--- config.mk ---
export PLATFORM = sky130hd
export DESIGN_NAME = matmul_arbiter
export DESIGN_NICKNAME = d
export VERILOG_FILES = /design/src/rtl/matmul_arbiter.sv
export SDC_FILE = /design/constraint.sdc
export NUM_CORES = 1
export LEC_CHECK = 0
export ABC_AREA = 1
export CORE_MARGIN = 2
export CORE_UTILIZATION = 45
export CTS_BUF_LIST = sky130_fd_sc_hd__clkbuf_8
export CTS_CLUSTER_DIAMETER = 100
export DETAILED_ROUTE_END_ITERATION = 7
export PLACE_DENSITY_LB_ADDON = 0.2
export SKIP_LAST_GASP = 1
export SLEW_MARGIN = 20
export SYNTH_ARGS = -nofsm -noshare
export SYNTH_HDL_FRONTEND = slang
export SYNTH_SLANG_ARGS = --single-unit
--- constraint.sdc ---
create_clock -name clk -period 10.1 [get_ports clk]
set_input_delay 1.01 -clock clk [delete_from_list [all_inputs] [get_ports clk]]
set_output_delay 1.01 -clock clk [all_outputs]
set_load 0.005 [all_outputs]
--- src/rtl/matmul_arbiter.sv ---
// Round-robin arbiter/sequencer sharing one 2x2 8-bit matrix-multiply unit between two requesters.
// Optional statistics counters are built when MATMUL_ARB_STATS_EN is defined.
module matmul_arbiter #(
    parameter int TIMEOUT_CYCLES = 16,
    parameter int CAPTURE_DELAY  = 0
) (
    input  logic        clk,
    input  logic        rst,
    input  logic        req0_valid,
    output logic        req0_ready,
    input  logic [31:0] req0_a,
    input  logic [31:0] req0_b,
    output logic        rsp0_valid,
    input  logic        rsp0_ready,
    output logic [31:0] rsp0_c,
    output logic        rsp0_err,
    input  logic        req1_valid,
    output logic        req1_ready,
    input  logic [31:0] req1_a,
    input  logic [31:0] req1_b,
    output logic        rsp1_valid,
    input  logic        rsp1_ready,
    output logic [31:0] rsp1_c,
    output logic        rsp1_err,
    output logic        mm_start,
    output logic [31:0] mm_a,
    output logic [31:0] mm_b,
    input  logic [31:0] mm_c,
    input  logic        mm_done,
    output logic        busy,
`ifdef MATMUL_ARB_STATS_EN
    output logic [15:0] stat_grant0,
    output logic [15:0] stat_grant1,
    output logic [7:0]  stat_timeout,
`endif
    output logic [2:0]  fsm_state
);

    // Handshakes: a transfer happens in a cycle where valid and ready are both high;
    // a raised valid keeps its payload stable until that cycle.
    localparam logic [2:0] S_IDLE   = 3'd0;
    localparam logic [2:0] S_ISSUE  = 3'd1;
    localparam logic [2:0] S_WAIT   = 3'd2;
    localparam logic [2:0] S_SETTLE = 3'd3;
    localparam logic [2:0] S_RESP   = 3'd4;

    localparam logic [7:0] TO_LAST = 8'(TIMEOUT_CYCLES - 1);
    localparam logic [7:0] CD_LAST = 8'((CAPTURE_DELAY > 0) ? (CAPTURE_DELAY - 1) : 0);

    logic [2:0] state;
    logic [7:0] cnt;
    logic       rr_ptr;
    logic       gid;
    logic       win_id;
    logic       accept;

    always_comb begin
        win_id     = 1'b0;
        accept     = 1'b0;
        req0_ready = 1'b0;
        req1_ready = 1'b0;
        // With both requesting, rr_ptr names the winner; otherwise the lone requester wins.
        win_id     = (req0_valid && req1_valid) ? rr_ptr : req1_valid;
        if (state == S_IDLE) begin
            accept     = req0_valid | req1_valid;
            req0_ready = req0_valid & ~win_id;
            req1_ready = req1_valid & win_id;
        end
    end

    assign mm_start   = (state == S_ISSUE);
    assign rsp0_valid = (state == S_RESP) && !gid;
    assign rsp1_valid = (state == S_RESP) && gid;
    assign busy       = (state != S_IDLE);
    assign fsm_state  = state;

    always_ff @(posedge clk or posedge rst) begin
        if (rst) begin
            state    <= S_IDLE;
            cnt      <= 8'd0;
            rr_ptr   <= 1'b0;
            gid      <= 1'b0;
            mm_a     <= 32'd0;
            mm_b     <= 32'd0;
            rsp0_c   <= 32'd0;
            rsp0_err <= 1'b0;
            rsp1_c   <= 32'd0;
            rsp1_err <= 1'b0;
        end else begin
            case (state)
                S_IDLE: begin
                    if (accept) begin
                        mm_a   <= win_id ? req1_a : req0_a;
                        mm_b   <= win_id ? req1_b : req0_b;
                        gid    <= win_id;
                        rr_ptr <= ~win_id;
                        state  <= S_ISSUE;
                    end
                end
                S_ISSUE: begin
                    cnt   <= 8'd0;
                    state <= S_WAIT;
                end
                S_WAIT: begin
                    if (mm_done) begin
                        if (CAPTURE_DELAY == 0) begin
                            if (gid) begin
                                rsp1_c   <= mm_c;
                                rsp1_err <= 1'b0;
                            end else begin
                                rsp0_c   <= mm_c;
                                rsp0_err <= 1'b0;
                            end
                            state <= S_RESP;
                        end else begin
                            cnt   <= 8'd0;
                            state <= S_SETTLE;
                        end
                    end else if (cnt == TO_LAST) begin
                        // Unit never answered: return an error with a zero result.
                        if (gid) begin
                            rsp1_c   <= 32'd0;
                            rsp1_err <= 1'b1;
                        end else begin
                            rsp0_c   <= 32'd0;
                            rsp0_err <= 1'b1;
                        end
                        state <= S_RESP;
                    end else begin
                        cnt <= cnt + 8'd1;
                    end
                end
                S_SETTLE: begin
                    if (cnt == CD_LAST) begin
                        if (gid) begin
                            rsp1_c   <= mm_c;
                            rsp1_err <= 1'b0;
                        end else begin
                            rsp0_c   <= mm_c;
                            rsp0_err <= 1'b0;
                        end
                        state <= S_RESP;
                    end else begin
                        cnt <= cnt + 8'd1;
                    end
                end
                S_RESP: begin
                    if (gid ? rsp1_ready : rsp0_ready) state <= S_IDLE;
                end
                default: state <= S_IDLE;
            endcase
        end
    end

`ifdef MATMUL_ARB_STATS_EN
    // Saturating counters: grants per requester and watchdog expiries.
    always_ff @(posedge clk or posedge rst) begin
        if (rst) begin
            stat_grant0  <= 16'd0;
            stat_grant1  <= 16'd0;
            stat_timeout <= 8'd0;
        end else begin
            if (accept && !win_id && stat_grant0 != 16'hFFFF) stat_grant0 <= stat_grant0 + 16'd1;
            if (accept && win_id && stat_grant1 != 16'hFFFF) stat_grant1 <= stat_grant1 + 16'd1;
            if (state == S_WAIT && !mm_done && cnt == TO_LAST && stat_timeout != 8'hFF)
                stat_timeout <= stat_timeout + 8'd1;
        end
    end
`else
    // Statistics counters are not built in this configuration.
`endif

endmodule

# Yosys cells after proc, flatten, opt, wreduce, memory -nomap -nowiden
# Cells that the tools add are included.
[classes]
n_lt_le_gt_ge = 0
n_bitwise = 4
n_mux = 41
n_reduce_logical = 14
eq_ne = 14
multipliers = 0
shifts = 0
div = 0
addsub = 1
[op_table]
columns = ["cell", "n"]
rows = [
  ["$mux 32", 12],
  ["$pmux 32 s2", 2],
  ["$mux 8", 3],
  ["$pmux 8 s3", 1],
  ["$reduce_and 4->1", 4],
  ["$mux 1", 15],
  ["$mux 3", 5],
  ["$pmux 3 s5", 1],
  ["$ne 2x2->1 const B", 5],
  ["$ne 3x3->1 const B", 3],
  ["$add 8x1->8 const B", 1],
  ["$eq 8x4->1 const B", 1],
  ["$logic_not 8->1", 1],
  ["$eq 3x2->1 const B", 2],
  ["$reduce_bool 3->1", 2],
  ["$pmux 1 s2", 2],
  ["$eq 3x1->1 const B", 1],
  ["$eq 3x3->1 const B", 1],
  ["$logic_and 1x1->1", 3],
  ["$logic_not 3->1", 1],
  ["$and 1x1->1", 2],
  ["$ne 2x1->1 const B", 1],
  ["$reduce_and 2->1", 1],
  ["$reduce_bool 2->1", 1],
  ["3 further kinds", 3],
]
[word_totals]
elab_cells = 84
latchBits = 0
ramBits = 0
reg_bits = 143
in_bits = 167
output_inout_bits = 139
mem_bits_ro = 0
n_memories = 0

# Longest topological paths before layout
[depth]
word_depth = 5
mapped_depth = 10
depth_no_buf = 9

# Worst setup path after synthesis
# No wires, ideal clock.
[synth_timing]
kind = "input to output"
startpoint = "input req1_valid"
endpoint = "output req0_ready"
setup_slack_ps = 7389
required_time_ps = 9090
stages = 4
arrival_time_ps = 1701
path_buffers = 1
cell_sequence = "inv_1 -> a21oi_1 -> nor2_8 -> buf_6"
[synth_via]
elab_chain_cells = 5
[synth_rtl]
columns = ["element", "line_no", "source"]
rows = [
  ["start: declaration", "17", "input logic req1_valid,"],
  ["$logic_and 1x1->1", "63", "win_id = (req0_valid && req1_valid) ? rr_ptr : req1_valid;"],
  ["$mux 1 (*)", "63", ""],
  ["$not 1->1 (*)", "66", "req0_ready = req0_valid & ~win_id;"],
  ["$and 1x1->1 (*)", "66", ""],
  ["$mux 1 (*)", "64", "if (state == S_IDLE) begin"],
  ["end: declaration", "10", "output logic req0_ready,"],
]
# Mark *: on every way between the ends. The rest lies on a longest branch, timed or not.

# Worst setup path after layout
[layout_timing]
startpoint = "input req0_valid"
endpoint = "output req0_ready"
[layout_via]
elab_chain_cells = 5
[layout_rtl]
columns = ["element", "line_no", "source"]
rows = [
  ["start: declaration", "9", "input logic req0_valid,"],
  ["$logic_and 1x1->1", "63", ""],
  ["$mux 1", "63", ""],
  ["$not 1->1", "66", ""],
  ["$and 1x1->1 (*)", "66", ""],
  ["$mux 1 (*)", "64", ""],
]
# Marks and branches as above.

==> flow_metrics.py <==
metrics = {
    "outcome": {
        "run_status": "finished clean",
    },
    "floorplanning": {
        "die-area_um2": 18000,
        "core_um2": 16600,
        "site_row_count": 47,
        "ios": 306,
        "die_width_um": 134,
        "chipHeight_um": 134,
        "floorplan.initialDensity_pct": 46.0,
    },
    "sta": {
        "setup_total_negative_slack_ns": 0,
        "report.final.setup_viol": 0,
        "clock.fmax_mhz": 239,
        "min_period_over_period_pct": 41.4,
        "worst_clock_skew_ns": 0.00916,
        "slew-limit-headroom_pct": 28.9,
        "hold-worst-slack_ns": 0.501,
        "hold_viol": 0,
        "rsz0062_at_grt": "false",
        "tightestPinTransition_ns": 1.07,
        "layout_min_cycle_time_ns": 4.18,
        "slew_violations": 0,
        "fin_ws_ns": 5.92,
    },
    "routing": {
        "wl_per_cell_um": 15.5,
        "drt_iter0_markers": 554,
        "via_cell_ratio": 4.93,
        "first_pass_iters": 6,
        "vias": 7827,
        "wl_um": 24700,
        "detail_route.drc_violations": 0,
        "route.antenna.remaining_nets": 0,
    },
    "clock_network": {
        "cts.hold.buffers_added": 0,
        "clk-insertion-delay-late_ns": 0.46,
        "clock_sinks": 143,
        "cts_resized": 0,
        "clock_tree.root_cell": "clkbuf_8",
        "tritoncts.num_buffers": 17,
        "cts_htree_levels": 4,
        "tritoncts_clock_tree": "done",
        "cts_buffer_depth": 2,
        "cts.repair_timing.setup_buffer_count": 0,
        "clk_pin_slew_worst_paths_ns": 0.08,
    },
    "global_routing": {
        "grt.overflow.total": 0,
        "via_count_of_the_first_global_routing_pass": 7767,
        "grt_pass1_wl_um": 39500,
        "antenna_violations_before_repair": 2,
        "largest_net_degree_at_the_start_of_global_routing": 78,
        "grt.total_usage_pct": 27.8,
    },
    "finish": {
        "mostFrequentLayoutCell": "nand2_1",
        "final_cell_mix": "595 x nand2_1, 305 x clkdlybuf4s50_1, 142 x dfrtp_1, 104 x nand3_1, 84 x inv_1",
        "post_route_cells_drive_above_1_share_pct": 4.17,
        "non_filler_cell_area_final_um2": 11100,
        "fin_nets": 1523,
        "areaGrowthSynthToFinish_pct": 45.7,
        "filler_cell_count": 1460,
    },
    "worst_setup_path": {
        "buffers_plus_inverters_on_the_worst_setup_path": 4,
        "worstPathMaxFanout": 64,
        "setup.worst_path.start_class": "input pin",
        "cp_data_required_time_ns": 9.09,
        "crit_path_end_kind": "output pin",
        "setup.worst_path.start": "req0_valid",
        "crit_path_max_incr_delay_ns": 0.66,
        "worst_path_most_repeated_cell": "clkdlybuf4s50_1",
        "crit-reg2reg-launch": "gid",
        "crit_path_top_delay_cell": "clkdlybuf4s50_1",
        "worstPathCellList": "clkdlybuf4s50_1 > inv_1 > a21oi_4 > inv_2 > nor2_8 > clkdlybuf4s50_1",
        "arrival_ns": 3.17,
        "critPathTopFamily": "buffers and inverters",
        "crit_type": "input pin to output pin",
    },
    "synth": {
        "synthDistinctLibCells": 27,
        "synth-warning-count": 0,
        "netlist_area_um2": 7620,
        "synth.avg_cell_area_um2": 7.02,
        "ys_seq_elements": 143,
        "netlist_instances": 1086,
        "seq_area_frac_synth_pct": 46.9,
        "postSynthNetCount": 1255,
    },
    "placed_design": {
        "placed_cell_area_um2": 10700,
        "place_worst_setup_slack_ns": 5.89,
        "detailed_place_hpwl_um": 16500,
        "gpl.final_weighted_congestion": 0.868,
        "io_buffer_count": 305,
    },
    "pwr": {
        "pwr_density_cell_nw_per_um2": 267,
        "static-leakage-power_uw": 0.00580,
        "ir_drop_v": 0.000185,
        "totalPowerFinal_uw": 2970,
    },
    "hold_path": {
        "hold_class": "register to register",
        "hp-start": "mm_b[4]",
    },
    "job": {
        "cap_viol_max_count": 0,
    },
}
-- per-stage QoR --
| step | utilization (%) | std cells |
|---|---|---|
| after floorplan | - | 1086 |
| after detailed placement | 64.3 | 1555 |
| after CTS | 67.0 | 1587 |
| after global placement | 64.3 | 1555 |
| final | 67.0 | 1589 |
| after global routing | 67.0 | 1589 |
-- power by group --
part / leakage (uW) / internal (uW) / switching (uW)
Combinational: 0.00373 / 698 / 782
Sequential: 0.00184 / 811 / 167
Clock: 0.000225 / 286 / 227
Total: 0.00580 / 1790 / 1180
-- final timing paths --
path,endpoint,slack (ns),cells after the start
max reg2reg,rsp1_c[3],6.96,6
max,req0_ready,5.92,6
min reg2reg,mm_b[4],0.50,2
min in group asynchronous,rsp0_c[11],1.05,2
min,mm_b[4],0.50,2
max in group asynchronous,gid,7.64,3
-- layer usage --
metal  global-route usage (%)  up-vias  wire (um)
met5                        0        -          0
met2                     44.9      285      11700
met4                     13.2        0        887
met1                     33.6     3613       9960
li1                         -     3877          -
met3                     9.26       52       2190
-- cells in the mapped netlist (all sizes together) --
library cell	instances	area, um^2
nor2	19	95.1
nor3	3	15.0
a31oi	1	12.5
nand2	599	2260
or2	1	6.26
nand4	33	206
buf	48	305
o21bai	3	22.5
xnor2	1	8.76
dfrtp	143	3580
a21oi	2	21.3
nand3	108	561
ha	2	25.0
inv	86	323
clkbuf	14	52.6
o21ai	20	111
xor2	2	17.5
nor3b	1	7.51
-- cell type report --
cell class	instances	area, um^2	area share (%)
inverter	86	328	2.95
antenna	2	5.00	0.0450
tap	220	275	2.48
clock inverter	12	168	1.51
sequential	143	3580	32.2
clock buffer	20	275	2.48
timing repair buffer	311	3100	27.9
multi-input combinational	795	3380	30.4
-- kinds of logic (layout without fill, tap and decap cells) --
logic type / after synthesis / count (layout) / share of synthesized area [%]
other: 0 / 2 / 0
flip-flops: 143 / 143 / 46.9
AND/OR/NAND/NOR: 764 / 764 / 41.3
buffers and inverters: 148 / 429 / 8.93
AO/OA/AOI/OAI: 26 / 26 / 2.20
XOR/XNOR: 3 / 3 / 0.345
adder cells (fa/ha/maj): 2 / 2 / 0.328
-- sequential cells by signal (all words and copies together) (netlist names), 3 cells and up --
signal,cells
mm_a,32
rsp0_c,32
fsm_state,3
rsp1_c,32
mm_b,32
cnt,8
-- tightest hold or removal path, cell delays in order (launching register included) --
cell	delay, ns
dfrtp_1	0.35
nand2_1	0.06
nand3_1	0.07
(Power assumes the default switching activity.)
